File: config.mk
export PLATFORM = sky130hd
export DESIGN_NAME = multicycle_controller
export DESIGN_NICKNAME = d
export VERILOG_FILES = /design/src/rtl/multicycle_controller.sv
export SDC_FILE = /design/constraint.sdc
export NUM_CORES = 1
export LEC_CHECK = 0
export CORE_MARGIN = 2
export CORE_UTILIZATION = 42
export DETAILED_ROUTE_END_ITERATION = 6
export GPL_TIMING_DRIVEN = 1
export PLACE_DENSITY = 0.77
export SLEW_MARGIN = 20
export SYNTH_ARGS = -nofsm -noshare
export SYNTH_HDL_FRONTEND = slang
export SYNTH_SLANG_ARGS = --single-unit
File: constraint.sdc
create_clock -name clk -period 1.9 [get_ports clk]
set_input_delay 0.285 -clock clk [delete_from_list [all_inputs] [get_ports clk]]
set_output_delay 0.285 -clock clk [all_outputs]
set_load 0.1 [all_outputs]
File: src/rtl/multicycle_controller.sv
// multicycle_controller: multi-cycle FSM sequencing a shared-memory datapath with run/halt,
// a wait-state watchdog and a retired-instruction counter.
module multicycle_controller #(
  parameter int MAX_WAIT = 16,
  parameter int CNT_W    = 32
) (
  input  logic             clk,
  input  logic             reset,
  input  logic             run,
  input  logic [6:0]       opcode,
  input  logic [6:0]       funct7,
  input  logic [2:0]       funct3,
  input  logic             mem_ready,
  output logic             mem_req,
  output logic             i_or_d,
  output logic             pc_write,
  output logic             ir_write,
  output logic             reg_write,
  output logic             mem2reg,
  output logic             alu_src,
  output logic             mem_read,
  output logic             mem_write,
  output logic [3:0]       alu_cc,
  output logic             illegal,
  output logic             error,
  output logic [CNT_W-1:0] instr_count
);
  localparam int WW = (MAX_WAIT < 2) ? 1 : $clog2(MAX_WAIT);
  localparam logic [6:0] OP_R = 7'b0110011, OP_I = 7'b0010011, OP_LW = 7'b0000011, OP_SW = 7'b0100011;
  localparam logic [3:0] CC_ADD = 4'b0010;

  typedef enum logic [3:0] {
    S_FETCH, S_DECODE, S_EXEC, S_WB_ALU, S_ADDR, S_MEM_RD, S_WB_MEM, S_MEM_WR, S_ERROR
  } state_t;

  state_t           r_state, w_next;
  logic [WW-1:0]    r_wait;
  logic [CNT_W-1:0] r_count;
  logic             w_r, w_i, w_lw, w_sw, w_last, w_retire;
  logic [3:0]       w_cc;

  assign w_r    = opcode == OP_R;
  assign w_i    = opcode == OP_I;
  assign w_lw   = opcode == OP_LW;
  assign w_sw   = opcode == OP_SW;
  assign w_last = r_wait == WW'(MAX_WAIT - 1);
  assign w_cc   = funct3 == 3'b000 ? ((w_r && funct7 == 7'b0100000) ? 4'b0110 : CC_ADD) :
                  funct3 == 3'b111 ? 4'b0000 :
                  funct3 == 3'b110 ? 4'b0001 :
                  funct3 == 3'b100 ? 4'b1100 :
                  funct3 == 3'b010 ? 4'b0111 : CC_ADD;
  assign instr_count = r_count;

  always_comb begin
    w_next    = r_state;
    w_retire  = 1'b0;
    mem_req   = 1'b0;
    i_or_d    = 1'b0;
    pc_write  = 1'b0;
    ir_write  = 1'b0;
    reg_write = 1'b0;
    mem2reg   = 1'b0;
    alu_src   = 1'b0;
    mem_read  = 1'b0;
    mem_write = 1'b0;
    alu_cc    = 4'b0000;
    illegal   = 1'b0;
    error     = 1'b0;
    case (r_state)
      // a fetch already waiting keeps its request up even if run drops
      S_FETCH: begin
        mem_req  = run || r_wait != '0;
        mem_read = mem_req;
        pc_write = mem_req && mem_ready;
        ir_write = pc_write;
        w_next   = pc_write ? S_DECODE : S_FETCH;
      end
      S_DECODE: begin
        illegal = !(w_r || w_i || w_lw || w_sw);
        w_next  = (w_r || w_i) ? S_EXEC : (w_lw || w_sw) ? S_ADDR : S_FETCH;
      end
      S_EXEC: begin
        alu_src = w_i;
        alu_cc  = w_cc;
        w_next  = S_WB_ALU;
      end
      S_WB_ALU: begin
        alu_src   = w_i;
        alu_cc    = w_cc;
        reg_write = 1'b1;
        w_retire  = 1'b1;
        w_next    = S_FETCH;
      end
      S_ADDR: begin
        alu_src = 1'b1;
        alu_cc  = CC_ADD;
        w_next  = w_lw ? S_MEM_RD : S_MEM_WR;
      end
      S_MEM_RD: begin
        alu_src  = 1'b1;
        alu_cc   = CC_ADD;
        mem_req  = 1'b1;
        mem_read = 1'b1;
        i_or_d   = 1'b1;
        w_next   = mem_ready ? S_WB_MEM : S_MEM_RD;
      end
      S_WB_MEM: begin
        alu_src   = 1'b1;
        alu_cc    = CC_ADD;
        reg_write = 1'b1;
        mem2reg   = 1'b1;
        w_retire  = 1'b1;
        w_next    = S_FETCH;
      end
      S_MEM_WR: begin
        alu_src   = 1'b1;
        alu_cc    = CC_ADD;
        mem_req   = 1'b1;
        mem_write = 1'b1;
        i_or_d    = 1'b1;
        w_retire  = mem_ready;
        w_next    = mem_ready ? S_FETCH : S_MEM_WR;
      end
      S_ERROR: error = 1'b1;
      default: w_next = S_FETCH;
    endcase
    if (mem_req && !mem_ready && w_last) begin
      w_next   = S_ERROR;
      w_retire = 1'b0;
    end
    // outputs are forced low for as long as reset is held, without waiting for a clock
    if (!reset) begin
      {mem_req, i_or_d, pc_write, ir_write, reg_write, mem2reg, alu_src, mem_read, mem_write} = '0;
      alu_cc  = 4'b0000;
      illegal = 1'b0;
      error   = 1'b0;
    end
  end

  always_ff @(posedge clk or negedge reset) begin
    if (!reset) begin
      r_state <= S_FETCH;
      r_wait  <= '0;
      r_count <= '0;
    end else begin
      r_state <= w_next;
      r_wait  <= (mem_req && !mem_ready && !w_last) ? r_wait + 1'b1 : '0;
      if (w_retire) r_count <= r_count + 1'b1;
    end
  end
endmodule

Word-level counts from Yosys, hierarchy flattened
Cells that the tools add are included.

Word-level logic and storage cells: 84. Register bits after elaboration: 40. Output and inout port bits: 47.

Equality and inequality tests: 19. Mux-type cells: 39. Reductions and logical operators: 21. Add/subtract/negate cells: 2.

Operators by type and width (count): adder 32 x 1 -> 32 bit (second input constant) (1); 2-to-1 mux 4 bit (7); one-hot mux 4 bit (7 select lines) (1); == test 7 x 6 -> 1 bit (second input constant) (3); 2-to-1 mux 1 bit (19); == test 4 x 3 -> 1 bit (second input constant) (4); 2-to-1 mux 3 bit (5); == test 3 bit (second input constant) (3); == test 4 x 2 -> 1 bit (second input constant) (2); == test 4 bit (second input constant) (2); one-hot mux 1 bit (2 select lines) (4); one-hot mux 4 bit (2 select lines) (1); == test 7 x 2 -> 1 bit (second input constant) (1); == test 7 x 5 -> 1 bit (second input constant) (1); logical AND 1 bit (6); OR reduction 2 bit (3); logical OR 1 bit (5); adder 4 x 1 -> 4 bit (second input constant) (1); == test 4 x 1 -> 1 bit (second input constant) (1); zero test 4 bit (1); 2-to-1 mux 2 bit (2); nonzero test 4 bit (1); OR reduction 4 bit (1); == test 3 x 2 -> 1 bit (second input constant) (1); 3 further kinds (5).

Depth between registers and ports, before layout
Word-level depth: 8. Mapped depth: 7. Gate-level depth less buffers: 7.

Least setup slack after synthesis
OpenSTA, ideal clock, no wires.

Path type: reg-to-output. Start: register r_state[3]. End: output alu_cc[2]. Arrival time: 3.422 ns. Cell stages (with the launch flop): 5. Path slack: -1.807 ns. Path through: dfrtp_1 clkbuf_1 nand2b_1 or3_1 a211oi_1.

Longest elaborated chain between the ends: 4.

RTL lines: from (decl) (line 36) `state_t r_state, w_next;`; from (signal assigned) (line 146) `r_state <= w_next;`; == test 4 x 3 -> 1 bit or == test 4 x 2 -> 1 bit (tied branches) (line 69) `case (r_state)`; OR reduction 4 bit (no source line) or OR reduction 2 bit (tied branches); one-hot mux 4 bit (2 select lines) * (line 69); 2-to-1 mux 4 bit * (line 132) `if (!reset) begin`; to (decl) (line 23) `output logic [3:0] alu_cc,`.

Mark *: on every way between the ends. The rest lies on a longest branch, timed or not.

Final worst setup path
Start: register r_wait[1]. End: output mem_req.

Longest elaborated chain between the ends: 4.

RTL lines: from (decl) (line 37) `logic [WW-1:0] r_wait;`; from (signal assigned) (line 147) `r_wait <= (mem_req && !mem_ready && !w_last) ? r_wait + 1'b1 : '0;`; nonzero test 4 bit (line 72) `mem_req = run || r_wait != '0;`; logical OR 1 bit (line 72); one-hot mux 1 bit (2 select lines) (line 69); 2-to-1 mux 1 bit (line 132); to (decl) (line 14) `output logic mem_req,`.

No other way between the ends.

==> metrics.txt <==
n_diodes 0; area of the multi-input gates between 1000 and 1500 um2; number of vias per cell between 5 and 6; Clk pwr share 0.198; failing checks setup timing; I/O pin count 68; Slew @ Worst Pin just under 0.4 ns; RSZ-0062 raised after global routing true; final instance area about 3900 um2; clock-pin slew on the worst setup and hold paths ~0.08 ns; Final Hold Fails 0; FF+latch count, synth 40; Switching Share 0.3948; area grow syn2layout 81.96%; # fillers ~280; Post-synth top flop dfrtp_1; Total Power between 0.002 and 0.003 W; Yosys top cell by area dfrtp_1; row cnt 25; Clock Path Buffers 2; Die H ~75 um; Synth async-reset ratio 1.000; pin count of the biggest net entering global routing 32; sequential cell area around 1100 um2; setup ws final -0.2330 ns; Top Layer Used met4; TritonCTS Buffers 5; H-Tree Depth 2; Hold Path Class in -> async; met2 WL post-DR 3335 um; Tot GR Track Use 0.2223; # setup viols final 13; main area contributors after synthesis dfrtp_1, xnor2_1, nand2_1, nand4_1, nor2_1; Die X 75.08 um; Syn Inst Count 217; Slew Viols, Final 0; hold_ws ~0.087 ns; Peak supply drop approximately 0.66 mV; fin crit period 2.133 ns; Internal 0.001659 W; post-synth net total 241; clock latency on the worst-skew pair around 0.3 ns; Mapped Area roughly 2100 um2; Final #Nets 360; switching power between 0.001 and 0.0015 W; IO buf count 67; Slowest Stage Delay on Critical Path 0.48 ns; CTS tree yes; number of global-route vias before repair roughly 2,000; Crit path arrival time between 1.5 and 2 ns; CP max FO 3; Met3 Wirelength between 200 and 250 um; Ys Warns 0; Mean Syn Cell Area between 9 and 10 um2; DRT Pass-1 Iters 4; Worst Skew 0.007171 ns; # DRC 0; Synth cell types 39; final wirelength ~6500 um; DP Area roughly 3400 um2; DRT iter0 DRCs about 90; leakage about 1.7 nW; total core area 4786 um2; CP cell instances inv_1 -> ha_1 -> or4b_4 -> nand2_4 -> nor2_2 -> o21a_2 -> buf_12; Slowest cell on crit path or4b_4; count of hold-fix buffers inserted at cts 0; Comb power frac 0.442; hpwl dp just over 4000 um; outcome complete, but fails checks; Worst Setup End Kind output pin; f_max ~470 MHz; initial antenna violation count 0; Post-synth EDFFs 0; WS Path Type reg -> out; Worst slew margin 0.7346; share of cells above drive strength 1 0.5357; R2R setup slack -0.08 ns; CTS root buf clkbuf_8; via count 2,126; Worst EP required 1.62 ns; global placement routability congestion 0.7976; pwr dens about 710 nW/um2; M1 WL 2795 um; CTS Sinks 40; Congestion Overflow GR 0; sequential power share 0.360; die area between 5000 and 6000 um2; global-route wire length before repair about 9400 um; Max Cap Viol 0; DRT antenna net count 0; Setup WS pre-CTS -0.2361 ns; post-DR wirelength/cell roughly 16 um; post-synth top area share 0.4717; sequential area share after synthesis 0.4717; Tcrit/Tclk final 1.123; Setup crit start kind flip-flop; Initial Util 0.4434
power groups by stage:
stage,registers (W),clock network (W),logic (W)
6_report,0.000986,0.000544,0.00121
5_1_grt,0.000991,0.000591,0.00128
4_1_cts,0.000984,0.000548,0.00110
3_5_place_dp,0.000994,0,0.00104
3_3_place_gp,0.000991,0,0.00103
2_1_floorplan,0.00106,0,0.000578
worst max-delay path, delay by kind of cell, from the launching register on:
kind	cells	cell delay, ns
and+or+nand+nor	3	0.60
adders and majority gates	1	0.12
AOI/OAI and AO/OA	1	0.21
buffers and inverters	2	0.22
DFF	1	0.39
cell families after synthesis:
family,Yosys count,share of synthesized area
buffers and inverters,12,0.02359
adders and majority gates,3,0.01769
DFF,40,0.4717
AOI/OAI and AO/OA,19,0.06368
xor gates and xnor gates,35,0.1445
and+or+nand+nor,108,0.2789
through the flow:
step | std cells | setup TNS, ns | utilization
2_1_floorplan | 217 | -1.658 | -
3_3_place_gp | 374 | -1.492 | 0.7072
4_1_cts | 390 | -1.278 | 0.7503
6_report | 403 | -1.766 | 0.8068
5_1_grt | 403 | -3.489 | 0.8068
3_5_place_dp | 374 | -2.143 | 0.7072
cells in the final DEF, fill, tap and decap left out, types with 3 or more instances in the layout:
cell | synthesis | final
nor2_4 | 0 | 6
dfrtp_1 | 40 | 13
dlymetal6s2s_1 | 0 | 9
clkdlybuf4s50_1 | 0 | 8
nand3_2 | 1 | 3
dfrtp_4 | 0 | 15
and3_1 | 10 | 9
xor2_1 | 7 | 6
xnor2_1 | 28 | 27
and4_1 | 3 | 3
buf_6 | 0 | 8
clkbuf_8 | 0 | 5
nand3_1 | 13 | 8
nand3_4 | 0 | 3
nor2_1 | 19 | 11
inv_1 | 7 | 6
dfrtp_2 | 0 | 12
a21oi_1 | 4 | 4
buf_12 | 0 | 18
nand2_1 | 24 | 22
o21ai_0 | 3 | 3
buf_4 | 1 | 71
nor3_2 | 0 | 4
nand4_1 | 12 | 12
sequential cells by signal, indices dropped and copies added, names as in the netlist:
name         flops
instr_count     32
r_wait           4
r_state          4
layer usage:
layer  vias to the layer above  track usage
met2                        49       0.3684
met3                        17      0.04150
met1                      1051       0.2880
met4                         0      0.08730
met5                         -            0
li1                       1009            -
Yosys cell counts, drive strengths merged (3+ instances only):
library cell	n
o21ai	3
dfrtp	40
nand2	24
ha	3
inv	7
and4	3
buf	3
a21oi	4
a211oi	3
nor3	6
nor3b	3
nand4	12
nand3	14
nor4	5
and3	10
xnor2	28
nor2	19
xor2	7
repair_timing:
| action | CTS | global route |
|---|---|---|
| resized for setup | 15 | 38 |
| pin swaps | 12 | 28 |
| buffers inserted | 9 | 13 |
| hold endpoints to repair | 0 | 0 |
| setup endpoints to repair | 11 | 25 |
worst paths after layout:
kind	startpoint	to	depth (start not counted)
max	r_wait[1]	mem_req	7
min	reset	instr_count[21]	2
max reg2reg	instr_count[9]	instr_count[25]	5
min reg2reg	instr_count[31]	instr_count[31]	1
max in group asynchronous	reset	instr_count[13]	3
min in group clk	instr_count[31]	instr_count[31]	1
area by class of cell:
class                   count  area share
clock buffers               5     0.01782
multi-input cells         165      0.3623
repair buffers            117      0.3104
inverters                   7    0.006805
flip-flops and latches     40      0.2777
clock inverters             2    0.003240
well taps                  67     0.02171
(Power assumes the default switching activity.)
